<file path="config.mk">
export PLATFORM = sky130hd
export DESIGN_NAME = ps2_rx_fifo
export DESIGN_NICKNAME = d
export VERILOG_FILES = /design/src/rtl/ps2_rx_fifo.sv
export SDC_FILE = /design/constraint.sdc
export NUM_CORES = 1
export LEC_CHECK = 0
export ABC_AREA = 1
export BUFFER_PORTS_ARGS = -buffer_cell sky130_fd_sc_hd__buf_4
export CAP_MARGIN = 20
export CORE_MARGIN = 2
export CORE_UTILIZATION = 50
export CTS_BUF_LIST = sky130_fd_sc_hd__clkbuf_4
export DETAILED_ROUTE_END_ITERATION = 7
export PLACE_DENSITY = 0.69
export SLEW_MARGIN = 20
export SYNTH_ARGS = -nofsm -noshare
export SYNTH_HDL_FRONTEND = slang
export SYNTH_SLANG_ARGS = --single-unit
</file>
<file path="constraint.sdc">
create_clock -name clk_i -period 2.33 [get_ports clk_i]
set_input_delay 0.233 -clock clk_i [delete_from_list [all_inputs] [get_ports clk_i]]
set_output_delay 0.233 -clock clk_i [all_outputs]
set_load 0.005 [all_outputs]
</file>
<file path="src/rtl/ps2_rx_fifo.sv">
// PS/2 device-to-host receiver: sync, deglitch, 11-bit frame decode,
// byte FIFO, sticky errors and level irq.
// Ports:
//   clk_i, rst_i     core clock, synchronous active-high reset
//   en_i             receiver enable
//   ps2_clk_i/dat_i  raw PS/2 lines
//   rd_en_i          pop FIFO head
//   irq_thresh_i     FIFO level irq threshold (0 = off)
//   clr_err_i        clear sticky errors
//   dat_o            FIFO head (fall-through)
//   empty_o, full_o, count_o   FIFO status
//   par_err_o, frm_err_o, ovf_o  sticky errors
//   irq_o            registered interrupt
module ps2_rx_fifo #(
  parameter int FIFO_DEPTH  = 8,
  parameter int FILTER_LEN  = 4,
  parameter int TIMEOUT_CYC = 5000,
  parameter int CNT_W       = $clog2(FIFO_DEPTH+1)
) (
  input  logic             clk_i,
  input  logic             rst_i,
  input  logic             en_i,
  input  logic             ps2_clk_i,
  input  logic             ps2_dat_i,
  input  logic             rd_en_i,
  input  logic [CNT_W-1:0] irq_thresh_i,
  input  logic             clr_err_i,
  output logic [7:0]       dat_o,
  output logic             empty_o,
  output logic             full_o,
  output logic [CNT_W-1:0] count_o,
  output logic             par_err_o,
  output logic             frm_err_o,
  output logic             ovf_o,
  output logic             irq_o
);

  localparam int FW = $clog2(FILTER_LEN+1);
  localparam int TW = $clog2(TIMEOUT_CYC+1);
  localparam int AW = $clog2(FIFO_DEPTH);

  typedef enum logic [1:0] {
    S_IDLE, S_DATA, S_PAR, S_STOP
  } state_t;

  logic [1:0]    r_clk_s, r_dat_s;
  logic          r_clk_f, r_dat_f, r_clk_fd;
  logic [FW-1:0] r_clk_fc, r_dat_fc;
  logic          w_fall;

  // Filtered value only moves after FILTER_LEN
  // consecutive disagreeing samples.
  always_ff @(posedge clk_i) begin
    if (rst_i) begin
      r_clk_s  <= 2'b11;
      r_dat_s  <= 2'b11;
      r_clk_f  <= 1'b1;
      r_dat_f  <= 1'b1;
      r_clk_fd <= 1'b1;
      r_clk_fc <= '0;
      r_dat_fc <= '0;
    end else begin
      r_clk_s  <= {r_clk_s[0], ps2_clk_i};
      r_dat_s  <= {r_dat_s[0], ps2_dat_i};
      r_clk_fd <= r_clk_f;
      if (r_clk_s[1] == r_clk_f) begin
        r_clk_fc <= '0;
      end else if (r_clk_fc == FW'(FILTER_LEN-1)) begin
        r_clk_f  <= r_clk_s[1];
        r_clk_fc <= '0;
      end else begin
        r_clk_fc <= r_clk_fc + 1'b1;
      end
      if (r_dat_s[1] == r_dat_f) begin
        r_dat_fc <= '0;
      end else if (r_dat_fc == FW'(FILTER_LEN-1)) begin
        r_dat_f  <= r_dat_s[1];
        r_dat_fc <= '0;
      end else begin
        r_dat_fc <= r_dat_fc + 1'b1;
      end
    end
  end

  assign w_fall = r_clk_fd & ~r_clk_f;

  state_t        r_state, w_state_n;
  logic [2:0]    r_bit, w_bit_n;
  logic [7:0]    r_shift, w_shift_n;
  logic          r_par, w_par_n;
  logic [TW-1:0] r_tmo;
  logic          w_tmo, w_push, w_par_set, w_frm_set;
  logic          r_push;
  logic [7:0]    r_push_b;

  assign w_tmo = (r_state != S_IDLE) &&
                 (r_tmo == TW'(TIMEOUT_CYC-1));

  always_comb begin
    w_state_n = r_state;
    w_bit_n   = r_bit;
    w_shift_n = r_shift;
    w_par_n   = r_par;
    w_push    = 1'b0;
    w_par_set = 1'b0;
    w_frm_set = 1'b0;
    if (!en_i) begin
      w_state_n = S_IDLE;
      w_bit_n   = 3'd0;
    end else if (w_fall) begin
      unique case (r_state)
        S_IDLE: begin
          if (!r_dat_f) begin
            w_state_n = S_DATA;
            w_bit_n   = 3'd0;
          end
        end
        S_DATA: begin
          w_shift_n[r_bit] = r_dat_f;
          if (r_bit == 3'd7) w_state_n = S_PAR;
          else w_bit_n = r_bit + 3'd1;
        end
        S_PAR: begin
          w_par_n   = r_dat_f;
          w_state_n = S_STOP;
        end
        S_STOP: begin
          w_state_n = S_IDLE;
          if (!r_dat_f) w_frm_set = 1'b1;
          else if (^{r_shift, r_par}) w_push = 1'b1;
          else w_par_set = 1'b1;
        end
        default: w_state_n = S_IDLE;
      endcase
    end else if (w_tmo) begin
      w_state_n = S_IDLE;
      w_frm_set = 1'b1;
    end
  end

  always_ff @(posedge clk_i) begin
    if (rst_i) begin
      r_state  <= S_IDLE;
      r_bit    <= 3'd0;
      r_shift  <= 8'h00;
      r_par    <= 1'b0;
      r_tmo    <= '0;
      r_push   <= 1'b0;
      r_push_b <= 8'h00;
    end else begin
      r_state  <= w_state_n;
      r_bit    <= w_bit_n;
      r_shift  <= w_shift_n;
      r_par    <= w_par_n;
      r_push   <= w_push;
      r_push_b <= r_shift;
      if (!en_i || r_state == S_IDLE || w_fall)
        r_tmo <= '0;
      else if (!w_tmo)
        r_tmo <= r_tmo + 1'b1;
      else
        r_tmo <= '0;
    end
  end

  logic [7:0]       r_mem [FIFO_DEPTH];
  logic [AW-1:0]    r_wp, r_rp;
  logic [CNT_W-1:0] r_count;
  logic             w_empty, w_full, w_rd, w_wr, w_ovf_set;
  logic             r_par_err, r_frm_err, r_ovf, r_irq;
  logic             w_lvl;

  assign w_empty   = (r_count == '0);
  assign w_full    = (r_count == CNT_W'(FIFO_DEPTH));
  assign w_rd      = rd_en_i & ~w_empty;
  // A full FIFO still accepts the byte when a pop
  // frees the head in the same cycle.
  assign w_wr      = r_push & (~w_full | w_rd);
  assign w_ovf_set = r_push & w_full & ~w_rd;

  always_ff @(posedge clk_i) begin
    if (w_wr) r_mem[r_wp] <= r_push_b;
  end

  always_ff @(posedge clk_i) begin
    if (rst_i) begin
      r_wp    <= '0;
      r_rp    <= '0;
      r_count <= '0;
    end else begin
      if (w_wr) r_wp <= r_wp + 1'b1;
      if (w_rd) r_rp <= r_rp + 1'b1;
      if (w_wr && !w_rd)
        r_count <= r_count + 1'b1;
      else if (w_rd && !w_wr)
        r_count <= r_count - 1'b1;
    end
  end

  assign w_lvl = (irq_thresh_i != '0) &&
                 (r_count >= irq_thresh_i);

  always_ff @(posedge clk_i) begin
    if (rst_i) begin
      r_par_err <= 1'b0;
      r_frm_err <= 1'b0;
      r_ovf     <= 1'b0;
      r_irq     <= 1'b0;
    end else begin
      r_par_err <= w_par_set | (r_par_err & ~clr_err_i);
      r_frm_err <= w_frm_set | (r_frm_err & ~clr_err_i);
      r_ovf     <= w_ovf_set | (r_ovf & ~clr_err_i);
      r_irq     <= w_lvl | r_par_err | r_frm_err | r_ovf;
    end
  end

  assign dat_o     = w_empty ? 8'h00 : r_mem[r_rp];
  assign empty_o   = w_empty;
  assign full_o    = w_full;
  assign count_o   = r_count;
  assign par_err_o = r_par_err;
  assign frm_err_o = r_frm_err;
  assign ovf_o     = r_ovf;
  assign irq_o     = r_irq;

endmodule

</file>
# After elaboration in Yosys (flattened, before gate mapping)
# Memories as Yosys holds them, arrays and structs flattened. A register that Yosys moved wholly into a read port is not among the register bits.
# Cells that the tools add are included.
word_totals:
  mem_bits_ro: 0
  reg_bits: 63
  elab_cells: 131
  output_inout_bits: 18
  mem_bits_rw: 64
  n_memories: 1
  latchBits: 0
  in_bits: 11
mem_list:
  columns: ["memory", "depth", "word_bits", "rd", "rd_clocked_by_memory_dff", "wr", "line_no", "rtl"]
  rows:
  - ["r_mem", 8, 8, 1, 1, 1, "166", "logic [7:0] r_mem [FIFO_DEPTH];"]
op_classes:
  n_addsub: 8
  eq_ne: 14
  n_shift: 0
  bitwise_logic: 26
  order_cmp: 3
  n_reduce_logical: 29
  multipliers: 0
  n_mux: 29
  n_div: 0
op_table:
  columns: ["operator", "count"]
  rows:
  - ["adder 3 x 1 -> 3 bit (second input constant)", 5]
  - ["two-way mux 1 bit", 14]
  - ["adder 13 x 1 -> 13 bit (second input constant)", 1]
  - ["equality test 13 bit (second input constant)", 1]
  - ["two-way mux 3 bit", 4]
  - ["NOT 1 bit", 11]
  - ["AND reduction 3 bit", 3]
  - ["OR reduction 3 bit", 3]
  - ["XOR reduction 9 bit", 1]
  - ["bitwise AND 1 bit", 8]
  - ["bitwise mux 8 bit", 1]
  - ["two-way mux 2 bit", 4]
  - ["two-way mux 4 bit", 2]
  - ["two-way mux 8 bit", 1]
  - ["one-hot mux 2 bit (4 select lines)", 1]
  - ["nonzero test 2 bit", 4]
  - ["OR 1 bit", 7]
  - ["equality test 3 x 2 -> 1 bit (second input constant)", 2]
  - ["inequality test 3 bit (second input constant)", 2]
  - ["one-hot mux 3 bit (2 select lines)", 1]
  - ["logical AND 1 bit", 5]
  - ["OR reduction 5 bit", 1]
  - ["adder 4 x 1 -> 4 bit (second input constant)", 1]
  - ["equality test 2 bit (second input constant)", 2]
  - ["18 further kinds", 24]

# Depth between registers and ports, before layout
# Gate-level depths: netlist of run 1.
depth:
  depth_word: 9
  mapped_depth: 14
  ltp_nobuf: 14

# Worst setup path after synthesis of run 1
# Ideal clock, no wire load.
synth_timing:
  path_type: "register to register"
  from: "register r_count[1], in the netlist count_o[1]"
  to: "register r_count[3], in the netlist count_o[3]"
  t_arrival_ps: 1899
  path_buffers: 0
  required_ps: 2198
  path_stages_with_launch: 15
  setup_slack_ps: 299
  period_less_slack_ps: 2031
  setup_time_ps: 132
  path_cell_list: "dfxtp_1 inv_1 nand3_2 nor2_2 nand2_1 nand2_2 inv_1 ha_1 inv_1 ha_1 a21oi_1 nand2_1 xor2_1 nand2_1 a21oi_1"
synth_between:
  word_cells_on_any_way: 16
  classes_between: "add/sub (2); eq/ne (1); mux (2); bitwise (5); reduce/logical (6)"
synth_lines:
  columns: ["element", "line_no", "rtl"]
  rows:
  - ["start: declaration", "168", "logic [CNT_W-1:0] r_count;"]
  - ["start signal: assignment", "194", "r_count <= r_count + 1'b1;"]
  - ["start signal: assignment", "196", "r_count <= r_count - 1'b1;"]
  - ["equality test 4 bit *", "174", "assign w_full = (r_count == CNT_W'(FIFO_DEPTH));"]
  - ["net full_o", "30", "output logic full_o,"]
  - ["NOT 1 bit *", "178", "assign w_wr = r_push & (~w_full | w_rd);"]
  - ["OR 1 bit *", "178", null]
  - ["bitwise AND 1 bit *", "178", null]
  - ["net w_wr", "169", "logic w_empty, w_full, w_rd, w_wr, w_ovf_set;"]
  - ["zero test 1 bit", "195", "else if (w_rd && !w_wr)"]
  - ["logical AND 1 bit", "195", null]
  - ["nonzero test 2 bit (no line)", null, null]
# Mark *: on every way through the listed nets, which the timed path passes. The rest lies on a longest branch. The select of a mux whose other input is x is not followed.
# A chain may end at the register's enable or synchronous reset.

==> key figures, run 1 <==
Die
  • Die area: 12,050 um2
  • Cell row count: 38
  • Die Wd: 109.8 um
  • Starting Density: 0.5137
  • Core area: 10,890 um2
  • Io pins: 29
  • Die Ht: 109.8 um

Timing
  • Final Setup Violations: 0
  • Setup TNS Final: 0 ns
  • F_max: 0.4708 GHz
  • Max Transition Viols Final: 0
  • Min Tclk post-route: 2.124 ns
  • Hold WS: 0.1049 ns
  • Rel. slew slack: 0.5822
  • RSZ-0062 raised after global routing: false
  • Final Skew: 0.02763 ns
  • Slew @ Worst Pin: 0.6260 ns
  • Tcrit/Tclk final: 0.9116
  • Final hold violation count: 0

Route
  • Total number of vias: 4,046
  • First-pass iteration count of the detailed router: 4
  • Avg Vias per Cell: 5.020
  • WL met3: 316 um
  • Number of routed nets with antenna violations: 0
  • Initial drt markers: 243
  • M1 WL: 4795 um
  • Routed WL per cell: 13.15 um
  • # DRC: 0
  • DRT Wirelength: 10,600 um
  • Max layer used: met4
  • Routed wl met2: 5337 um

Finish
  • Layout area overhead: 13.38%
  • Multi-input gate area: 2021 um2
  • Ant diodes: 0
  • Layout cell share with drive strength beyond 1: 0.1607
  • Nets@finish: 685
  • Fillers: 972
  • FF+latch area: 3247 um2
  • Layout Utilization: 0.5824
  • Final instance area: 6341 um2

Run status
  • Status: finished clean

Power and ir drop
  • VDD IR-drop max: 0.4306 mV
  • PwrDens: 872.2 nW/um2
  • Leakage: 2.503 nW

Global routing
  • First-pass GRT wire length: 17,490 um
  • Largest net degree at the start of global routing: 33
  • Total grt overflow: 0
  • Initial antenna violation count: 0
  • Vias in the first global route: 3,849
  • Overall Global Routing Usage: 0.1886

Placement
  • GPL Wtd Cong: 0.7907
  • I/O Buffers: 28
  • Dpl hpwl: 7472 um
  • Post-DP Area: 6011 um2

Logic synthesis
  • Avg Inst Size Synth: 9.275 um2
  • Cells after Synth: 603
  • Syn_nets: 635
  • Yosys reg bits: 130
  • Largest area contributor in the netlist: edfxtp_1
  • Ys Warns: 0
  • Synth top area share: 0.3436
  • Synth area leaders: edfxtp_1, dfxtp_1, nor2_1, nand2_1, o21ai_0
  • Count of cell types in the netlist: 34
  • Netlist Area Pre-Place: 5593 um2
  • Sequential share of the synthesized area: 0.5799

Critical path
  • CP Capture Type: output pin
  • Delay-heaviest family, CP: compound AO/OA/AOI/OAI gates
  • Worst reg-to-reg path cell count: 14
  • Reg2reg end: count_o[3]
  • Critical Path RT: 2.10 ns
  • Crit Path Class: register to output pin
  • Slowest-stage cell, CP: dfxtp_1
  • CP max FO: 32
  • Critical Path AT: 1.89 ns
  • Critical Path Start Type: register
  • CP max stage delay: 0.33 ns
  • CP Buf/Inv Count: 2
  • RR Startpoint: count_o[1]
  • Top cell by count, worst path: o21ai_0
  • Cells along the critical path: buf_4, nor2_1, o21ai_0, o21ai_0, o21ai_0, nor2_1, buf_4
  • Flop-to-flop setup slack: 0.25 ns

Clock network
  • CTS tree: built
  • Skew-Pair Late Insertion Delay: 0.50 ns
  • Sink Count: 130
  • Max clock buf depth: 2
  • H-tree Lvls: 4
  • Clock transition at path regs: 0.12 ns
  • CTS Root Cell: clkbuf_4
  • CTS buffer count: 17

Worst hold path
  • HP Class: primary input to register
  • Hold depth: 2
  • Worst hold start: rst_i
  • Hold EP: r_wp[0]

Flow run
  • Max Cap Viol: 0
## logic make-up after synthesis
logic type      count (synthesis)  synth area share
buf+inv                        84           0.05928
fa+ha+maj                      21           0.04832
flops                         130            0.5799
xor+xnor                       12           0.01879
simple gates                  241            0.1875
compound gates                115            0.1063
## power breakdown
group	internal (W)	switching (W)	leakage [nW]
logic	0.000651	0.000857	1.21
clock network	0.000666	0.000823	0.161
registers	0.00245	0.0000805	1.13
total	0.00377	0.00176	2.50
## routing by layer
metal | vias to the layer above | global-route usage
met5 | - | 0
li1 | 2101 | -
met4 | 0 | 0.07505
met1 | 1864 | 0.2293
met3 | 14 | 0.03853
met2 | 67 | 0.3276
## timing repair
action	4_1_cts	5_1_grt
endpoints found under the setup margin	0	4
hold endpoints to repair	5	0
hold buffers	3	0
resized for setup	0	9
setup buffers	0	1
## cells in the mapped netlist
cell type  count
a211oi_1       3
a21oi_1       35
a21oi_2        1
and2_4         1
and3_1         1
buf_2          7
buf_4          2
clkbuf_1       6
dfxtp_1       66
edfxtp_1      64
fa_1           1
ha_1          20
inv_1         63
inv_2          6
nand2_1       72
nand2_2        3
nand2_4        1
nand3_1       26
nand3_2        1
nand4_1        4
nand4_2        1
nor2_1       114
nor2_2         3
nor2_4         3
nor3_1         5
nor3_4         1
o211ai_1       2
o21ai_0       51
o21ai_1       22
o21bai_1       1
or2_2          4
or2_4          1
xnor2_1        2
xor2_1        10
## layout make-up
cell class                      count  area share
Multi-Input combinational cell    389      0.3187
Sequential cell                   130      0.5120
Inverter                           69     0.04124
Clock buffer                       19     0.02249
Timing Repair Buffer               46     0.05624
Clock inverter                     13     0.02170
Tap cell                          140     0.02762
## worst max path at each step
| stage | from | slack [ns] | end | depth (start not counted) |
|---|---|---|---|---|
| finish | register | 0.21 | dat_o[0] | 7 |
| global route | count_o[1] | 0.02 | count_o[3] | 14 |
| CTS | count_o[1] | 0.08 | count_o[3] | 14 |
| detailed placement | count_o[1] | 0.10 | count_o[3] | 14 |
| global placement | count_o[1] | 0.22 | count_o[3] | 14 |
| floorplan | count_o[1] | 0.30 | count_o[3] | 14 |
## state kept, by name (all words and copies together), names as in the netlist, 3 cells and up, named ones only
name and cells:
r_mem 64, r_tmo 13, r_push_b 8, r_shift 8
count_o 4, r_bit 3, r_clk_fc 3, r_dat_fc 3
r_rp 3, r_wp 3
## stage by stage
step | total power (W) | setup slack [ns] | cells
global placement | 0.004008 | 0.2211 | 770
finish | 0.005531 | 0.2059 | 806
CTS | 0.005557 | 0.08123 | 805
global route | 0.005901 | 0.02148 | 806
floorplan | 0.003501 | 0.2988 | 603
detailed placement | 0.004059 | 0.1022 | 770
## layout by cell type, fill, tap and decap left out, drive strengths merged, types with 6 or more instances in the layout
cell,count
a21oi,36
buf,43
clkbuf,19
clkinv,9
dfxtp,66
edfxtp,64
ha,20
inv,71
nand2,76
nand3,27
nor2,120
nor3,6
o21ai,73
xor2,10
No activity file was read; power rests on OpenSTA's default activity.
==> run 2: changes to the inputs <==
Settings changed: MAX_ROUTING_LAYER from default to met4.
==> run 2 against run 1 <==
  * Count of clock-buffer cells in the layout is the same
  * Highest routed layer unchanged
  * Non-clock buffer count is the same
  * First-iteration DRC count grew 4.9%
==> key figures, run 2 (synthesized netlist as in run 1, its figures left out) <==
Route
  • Number of routed nets with antenna violations: 0 (unchanged)
  • DRT Wirelength: 10,630 um (was 10,600 um)
  • First-pass iteration count of the detailed router: 6 (was 4)
  • Initial drt markers: 255 (was 243)
  • Routed WL per cell: 13.18 um (was 13.15 um)
  • Avg Vias per Cell: 5.033 (was 5.020)
  • Total number of vias: 4,057 (was 4,046)
  • # DRC: 0 (unchanged)

Global routing
  • Largest net degree at the start of global routing: 33 (unchanged)
  • First-pass GRT wire length: 17,460 um (was 17,490 um)
  • Overall Global Routing Usage: 0.1940 (was 0.1886)
  • Vias in the first global route: 3,856 (was 3,849)
  • Initial antenna violation count: 0 (unchanged)
  • Total grt overflow: 0 (unchanged)

Clock network
  • CTS buffer count: 17 (unchanged)
  • Max clock buf depth: 2 (unchanged)
  • CTS Root Cell: clkbuf_4 (unchanged)
  • H-tree Lvls: 4 (unchanged)
  • Clock transition at path regs: 0.12 ns (about the same)
  • Sink Count: 130 (unchanged)
  • CTS tree: built (unchanged)
  • Skew-Pair Late Insertion Delay: 0.49 ns (was 0.50 ns)

Power and ir drop
  • PwrDens: 872.7 nW/um2 (was 872.2 nW/um2)
  • Switching share of power: 0.3186 (was 0.3182)
  • Sequential power share: 0.458 (about the same)
  • Clk pwr share: 0.270 (was 0.269)
  • VDD IR-drop max: 0.4308 mV (was 0.4306 mV)
  • Power share of the combinational group: 0.272 (was 0.273)
  • Sw power: 0.001763 W (was 0.001760 W)
  • Leakage: 2.503 nW (unchanged)
  • Int Pwr: 0.003771 W (about the same)
  • Total Power: 0.005534 W (was 0.005531 W)

Finish
  • Top reg by flops: r_mem (unchanged)
  • Most frequent cells in the layout: nor2_1, nand2_1, edfxtp_1 (unchanged)
  • Fillers: 972 (unchanged)
  • Commonest non-fill, non-tap cell in the layout: nor2_1 (unchanged)
  • Max reg flops: 64 (unchanged)
  • Nets@finish: 685 (unchanged)
  • Layout cell share with drive strength beyond 1: 0.1607 (unchanged)
  • Final instance area: 6341 um2 (unchanged)
  • Layout area overhead: 13.38% (unchanged)
  • Ant diodes: 0 (unchanged)
  • Largest regs: r_mem x64, r_tmo x13 (unchanged)
  • Multi-input gate area: 2021 um2 (unchanged)
  • FF+latch area: 3247 um2 (unchanged)
  • Layout Utilization: 0.5824 (unchanged)

Placement
  • I/O Buffers: 28 (unchanged)
  • GPL Wtd Cong: 0.8018 (was 0.7907)
  • Post-DP Area: 6011 um2 (unchanged)
  • Dpl hpwl: 7472 um (unchanged)

Timing
  • Final hold violation count: 0 (unchanged)
  • Max Transition Viols Final: 0 (unchanged)
  • Rel. slew slack: 0.5819 (was 0.5822)
  • RSZ-0062 raised after global routing: false (unchanged)
  • Slew @ Worst Pin: 0.6264 ns (was 0.6260 ns)
  • Final Skew: 0.02726 ns (was 0.02763 ns)
  • Tcrit/Tclk final: 0.9057 (was 0.9116)
  • F_max: 0.4739 GHz (was 0.4708 GHz)
  • Setup TNS Final: 0 ns (unchanged)
  • Min Tclk post-route: 2.110 ns (was 2.124 ns)
  • Final Setup Violations: 0 (unchanged)

Critical path
  • CP Capture Type: output pin (unchanged)
  • CP max FO: 32 (unchanged)
  • Slowest-stage cell, CP: dfxtp_1 (unchanged)
  • CP Buf/Inv Count: 2 (unchanged)
  • Top cell by count, worst path: o21ai_0 (unchanged)
  • CP max stage delay: 0.33 ns (about the same)
  • Cells along the critical path: buf_4, nor2_1, o21ai_0, o21ai_0, o21ai_0, nor2_1, buf_4 (unchanged)
  • Critical Path RT: 2.10 ns (about the same)
  • Crit Path Class: register to output pin (unchanged)
  • Critical Path Start Type: register (unchanged)
  • Delay-heaviest family, CP: compound AO/OA/AOI/OAI gates (unchanged)
  • Critical Path AT: 1.88 ns (was 1.89 ns)

Die
  • Die Wd: 109.8 um (unchanged)
  • Die Ht: 109.8 um (unchanged)
  • Io pins: 29 (unchanged)
  • Die area: 12,050 um2 (unchanged)
  • Core area: 10,890 um2 (unchanged)
  • Starting Density: 0.5137 (unchanged)
  • Cell row count: 38 (unchanged)

Run status
  • Status: finished clean (unchanged)

Worst hold path
  • HP Class: primary input to register (unchanged)

Flow run
  • Max Cap Viol: 0 (unchanged)
run 2: cell counts in the layout (fill, tap and decap cells not counted):
No cell type changed its count.
run 2: power by group through the flow:
stage,Combinational [W],Sequential [W],Clock [W]
6_report,0.00151,0.00253,0.00149
5_1_grt,0.00172,0.00255,0.00163
4_1_cts,0.00150,0.00252,0.00154
3_5_place_dp,0.00148,0.00257,0
3_3_place_gp,0.00144,0.00257,0
2_1_floorplan,0.000928,0.00257,0
run 2: final cells by class:
class	count	share of cell area
inverter	69	0.04124
clock buffer	19	0.02249
multi-input combinational	389	0.3187
tap	140	0.02762
sequential	130	0.5120
clock inverter	13	0.02170
timing repair buffer	46	0.05624
run 2: routing by layer:
layer / global-route usage / part of all wire / vias up / wire, um
met5: - / 0 / - / 0
met4: 0.07505 / 0.012 / 0 / 125
met3: 0.03853 / 0.026 / 10 / 275
met2: 0.3276 / 0.51 / 59 / 5378
met1: 0.2289 / 0.46 / 1885 / 4846
li1: - / - / 2103 / -
run 2: worst reg2reg max path, cell delays in order (launching register included):
cell and delay [ns]:
dfxtp_2 0.38, inv_2 0.09, nand3_2 0.06, nor2_2 0.13, nand2_1 0.08, nand2_2 0.11, inv_1 0.08, ha_2 0.21
inv_2 0.08, ha_1 0.26, a21oi_1 0.15, nand2_1 0.07, xor2_1 0.13, nand2_1 0.06, a21oi_1 0.13
run 2: final timing paths:
kind	start	endpoint	slack [ns]	cells past startpoint
worst min register to register	r_clk_s[0]	r_clk_s[1]	0.41	1
worst max register to register	count_o[1]	count_o[3]	0.25	14
worst min-delay path	rst_i	r_wp[0]	0.11	2
worst max-delay path	register	dat_o[0]	0.22	7
run 2: stage by stage:
stage | instances | setup WS (ns) | hold WS, ns
finish | 806 | 0.2197 | 0.1064
global route | 806 | 0.02148 | 0.06181
CTS | 805 | 0.08123 | 0.04718
detailed placement | 770 | 0.1022 | 0.3923
global placement | 770 | 0.2211 | 0.3927
floorplan | 603 | 0.2988 | 0.3368
run 2: what timing repair did:
action,CTS,global route
hold buffers,3,0
buffers inserted,0,1
endpoints found under the hold margin,5,0
gates resized for setup,0,9
endpoints found under the setup margin,0,4
==> run 3: changes to the inputs <==
Settings changed: ABC_AREA 1 to 0.
==> run 3 against run 2 <==
  * The flow now finishes with violations (negative setup slack)
  * Sequential cell count stayed put
  * Synthesized cell count down 31%
  * Combinational power down 33%
  * Routed wire length is 11% lower
  * Cell area decreased by 1.5%
  * Register-to-register slack got worse by 0.36 ns
  * Power shrank 10%
  * Clock skew down 0.0088 ns
  * Final cell count is 23% lower
  * Critical path type is now register to register
==> key figures, run 3 <==
Logic synthesis
  • Ys flop type: dfxtp_1 (unchanged)
  • Netlist Area Pre-Place: 5369 um2 (was 5593 um2)
  • Post-synthesis compound-gate area fraction: 0.03100 (was 0.1063)
  • Top-count cell post-synth: dfxtp_1 (was nor2_1)
  • Multiplexer share of the synthesized area: 0.1007 (was 0)
  • Synth Area in XOR/XNOR: 0.04405 (was 0.01879)
  • Largest area contributor in the netlist: edfxtp_1 (unchanged)
  • Cells after Synth: 418 (was 603)
  • Synth Area in Adders: 0.05034 (was 0.04832)
  • Simple-gate share of the synthesized area: 0.1471 (was 0.1875)
  • Synth top area share: 0.3580 (was 0.3436)
  • Post-synth top cells: dfxtp_1, edfxtp_1, nor2_1 (was nor2_1, nand2_1, dfxtp_1)
  • Syn_nets: 450 (was 635)
  • Count of cell types in the netlist: 45 (was 34)
  • Avg Inst Size Synth: 12.84 um2 (was 9.275 um2)
  • Sequential share of the synthesized area: 0.6041 (was 0.5799)
  • Post-synth EDFFs: 64 (unchanged)
  • Largest family of logic cells by synthesized area: simple AND/OR/NAND/NOR gates (unchanged)
  • Synth area leaders: edfxtp_1, dfxtp_1, mux4_2, ha_1, nor2_1 (was edfxtp_1, dfxtp_1, nor2_1, nand2_1, o21ai_0)
  • FFs w/ async S/R, synth: 0 (unchanged)
  • Yosys reg bits: 130 (unchanged)
  • Ys Warns: 0 (unchanged)

Clock network
  • H-tree Lvls: 4 (unchanged)
  • Sink Count: 130 (unchanged)
  • Skew-Pair Late Insertion Delay: 0.52 ns (was 0.49 ns)
  • Max clock buf depth: 2 (unchanged)
  • CTS buffer count: 17 (unchanged)
  • CTS Root Cell: clkbuf_4 (unchanged)
  • Clock transition at path regs: 0.12 ns (about the same)
  • CTS tree: built (unchanged)

Power and ir drop
  • PwrDens: 796.1 nW/um2 (was 872.7 nW/um2)
  • VDD IR-drop max: 0.3238 mV (was 0.4308 mV)
  • Leakage: 2.247 nW (was 2.503 nW)

Finish
  • Layout area overhead: 16.34% (was 13.38%)
  • Nets@finish: 507 (was 685)
  • Layout cell share with drive strength beyond 1: 0.2500 (was 0.1607)
  • Commonest non-fill, non-tap cell in the layout: edfxtp_1 (was nor2_1)
  • Ant diodes: 0 (unchanged)
  • Largest regs: r_mem x64, r_tmo x13 (unchanged)
  • Max reg flops: 64 (unchanged)
  • Most frequent cells in the layout: edfxtp_1, dfxtp_1, nor2_1 (was nor2_1, nand2_1, edfxtp_1)
  • Layout Utilization: 0.6023 (was 0.5824)
  • Top reg by flops: r_mem (unchanged)
  • Finished Layout Cells: 624 (was 806)

Global routing
  • Overall Global Routing Usage: 0.1828 (was 0.1940)
  • First-pass GRT wire length: 15,510 um (was 17,460 um)
  • Vias in the first global route: 3,316 (was 3,856)
  • Initial antenna violation count: 0 (unchanged)
  • Total grt overflow: 0 (unchanged)
  • Largest net degree at the start of global routing: 44 (was 33)

Timing
  • Hold WS: 0.07978 ns (was 0.1064 ns)
  • Slew @ Worst Pin: 0.8553 ns (was 0.6264 ns)
  • Final Setup Violations: 1 (was 0)
  • Rel. slew slack: 0.4277 (was 0.5819)
  • Setup ws final: -0.1096 ns (was 0.2197 ns)
  • Final hold violation count: 0 (unchanged)
  • Max Transition Viols Final: 0 (unchanged)
  • RSZ-0062 raised after global routing: true (was false)
  • F_max: 0.4099 GHz (was 0.4739 GHz)
  • Final Skew: 0.01845 ns (was 0.02726 ns)
  • Tcrit/Tclk final: 1.047 (was 0.9057)
  • Min Tclk post-route: 2.440 ns (was 2.110 ns)

Route
  • Number of routed nets with antenna violations: 0 (unchanged)
  • Avg Vias per Cell: 5.167 (was 5.033)
  • First-pass iteration count of the detailed router: 4 (was 6)
  • # DRC: 0 (unchanged)
  • Routed WL per cell: 15.08 um (was 13.18 um)
  • Initial drt markers: 107 (was 255)
  • DRT Wirelength: 9411 um (was 10,630 um)
  • Total number of vias: 3,224 (was 4,057)

Critical path
  • CP Buf/Inv Count: 1 (was 2)
  • Cells along the critical path: or4b_4, o21a_4, ha_4, inv_4, ha_4, a21o_1, a21oi_2, xnor2_1, or3_1, a21oi_2 (was buf_4, nor2_1, o21ai_0, o21ai_0, o21ai_0, nor2_1, buf_4)
  • Critical Path AT: 2.90 ns (was 1.88 ns)
  • Slowest-stage cell, CP: or4b_4 (was dfxtp_1)
  • Critical Path RT: 2.79 ns (was 2.10 ns)
  • CP max stage delay: 0.53 ns (was 0.33 ns)
  • Critical Path Start Type: register (unchanged)
  • Crit Path Class: register to register (was register to output pin)
  • CP max FO: 3 (was 32)
  • Delay-heaviest family, CP: simple AND/OR/NAND/NOR gates (was compound AO/OA/AOI/OAI gates)
  • CP Capture Type: register (was output pin)

Die
  • Die Wd: 107.6 um (was 109.8 um)
  • Core area: 10,370 um2 (was 10,890 um2)
  • Cell row count: 37 (was 38)
  • Die Ht: 107.6 um (was 109.8 um)
  • Io pins: 29 (unchanged)
  • Die area: 11,580 um2 (was 12,050 um2)
  • Starting Density: 0.5177 (was 0.5137)

Placement
  • Inst Count DP: 585 (was 770)
  • Dpl hpwl: 6272 um (was 7472 um)
  • I/O Buffers: 28 (unchanged)
  • GPL Wtd Cong: 0.7548 (was 0.8018)

Worst hold path
  • HP Class: primary input to register (unchanged)

Run status
  • Failing checks: negative setup slack
  • Status: finished, violations left (was finished clean)

Flow run
  • Max Cap Viol: 0 (unchanged)
-- run 3: cell types whose count changed in the layout (fill, tap and decap cells not counted), sizes merged, moves of 16 or more --
| cell | previous run | this run |
|---|---|---|
| nor2b | 0 | 16 |
| o21ai | 73 | 6 |
| a21oi | 36 | 12 |
| mux2i | 0 | 18 |
| nand2 | 76 | 21 |
| mux4 | 0 | 16 |
| nor2 | 120 | 57 |
| nand3 | 27 | 8 |
| inv | 71 | 16 |
-- run 3: layout make-up --
cell class	instances	area (um2)
multi-input combinational	261	2054
fill	847	4124
sequential	130	3248
inverter	12	47.55
clock inverter	15	157.7
clock buffer	17	127.6
timing repair buffer	53	440.4
tap	136	170.2
-- run 3: final timing paths --
kind	from	endpoint	slack [ns]	cells after the start
min	rd_en_i	ovf_o	0.08	4
max	count_o[2]	count_o[3]	-0.11	10
min reg2reg	r_dat_s[0]	r_dat_s[1]	0.42	1
max reg2reg	count_o[2]	count_o[3]	-0.11	10
-- run 3: metal layers --
| metal | part of all wire | wire length [um] | GRT usage |
|---|---|---|---|
| met1 | 0.44 | 4126 | 0.2013 |
| met2 | 0.51 | 4820 | 0.3167 |
| met3 | 0.037 | 350 | 0.05085 |
| met4 | 0.012 | 113 | 0.06777 |
| met5 | 0 | 0 | - |
-- run 3: stage by stage --
| step | setup slack (ns) | area, um2 | setup TNS (ns) | total power, W |
|---|---|---|---|---|
| after floorplan | -0.05933 | 5389 | -0.05933 | 0.003077 |
| after global placement | -0.03466 | 5833 | -0.03466 | 0.003437 |
| after detailed placement | -0.08645 | 5833 | -0.08645 | 0.003462 |
| after CTS | -0.07821 | 6191 | -0.07821 | 0.004985 |
| after global routing | -0.1814 | 6246 | -0.2346 | 0.005211 |
| final | -0.1096 | 6246 | -0.1096 | 0.004972 |
-- run 3: kinds of logic after synthesis --
| group | after synthesis |
|---|---|
| compound gates | 25 |
| xor+xnor | 27 |
| fa+ha+maj | 21 |
| buf+inv | 27 |
| flops | 130 |
| mux | 34 |
| simple gates | 154 |
-- run 3: report_power, final --
group          switching (W)  leakage, nW  internal (W)
logic               0.000443        0.977      0.000567
registers          0.0000327         1.13       0.00243
clock network       0.000858        0.143      0.000644
-- run 3: worst reg2reg max path, delay by kind of cell (launching register included) --
family	cells	cell delay (ns)
AO/OA/AOI/OAI	4	0.64
XOR/XNOR	1	0.09
adder cells (fa/ha/maj)	2	0.35
buffers and inverters	1	0.07
flip-flops	1	0.34
AND/OR/NAND/NOR	2	0.88
-- run 3: what timing repair did --
| item | 4_1_cts | 5_1_grt |
|---|---|---|
| hold endpoints to repair | 4 | 0 |
| setup buffers | 0 | 1 |
| gates resized for setup | 4 | 7 |
| pin swaps | 2 | 1 |
| hold buffers | 5 | 0 |
| endpoints found under the setup margin | 6 | 7 |
| cloned | 0 | 1 |
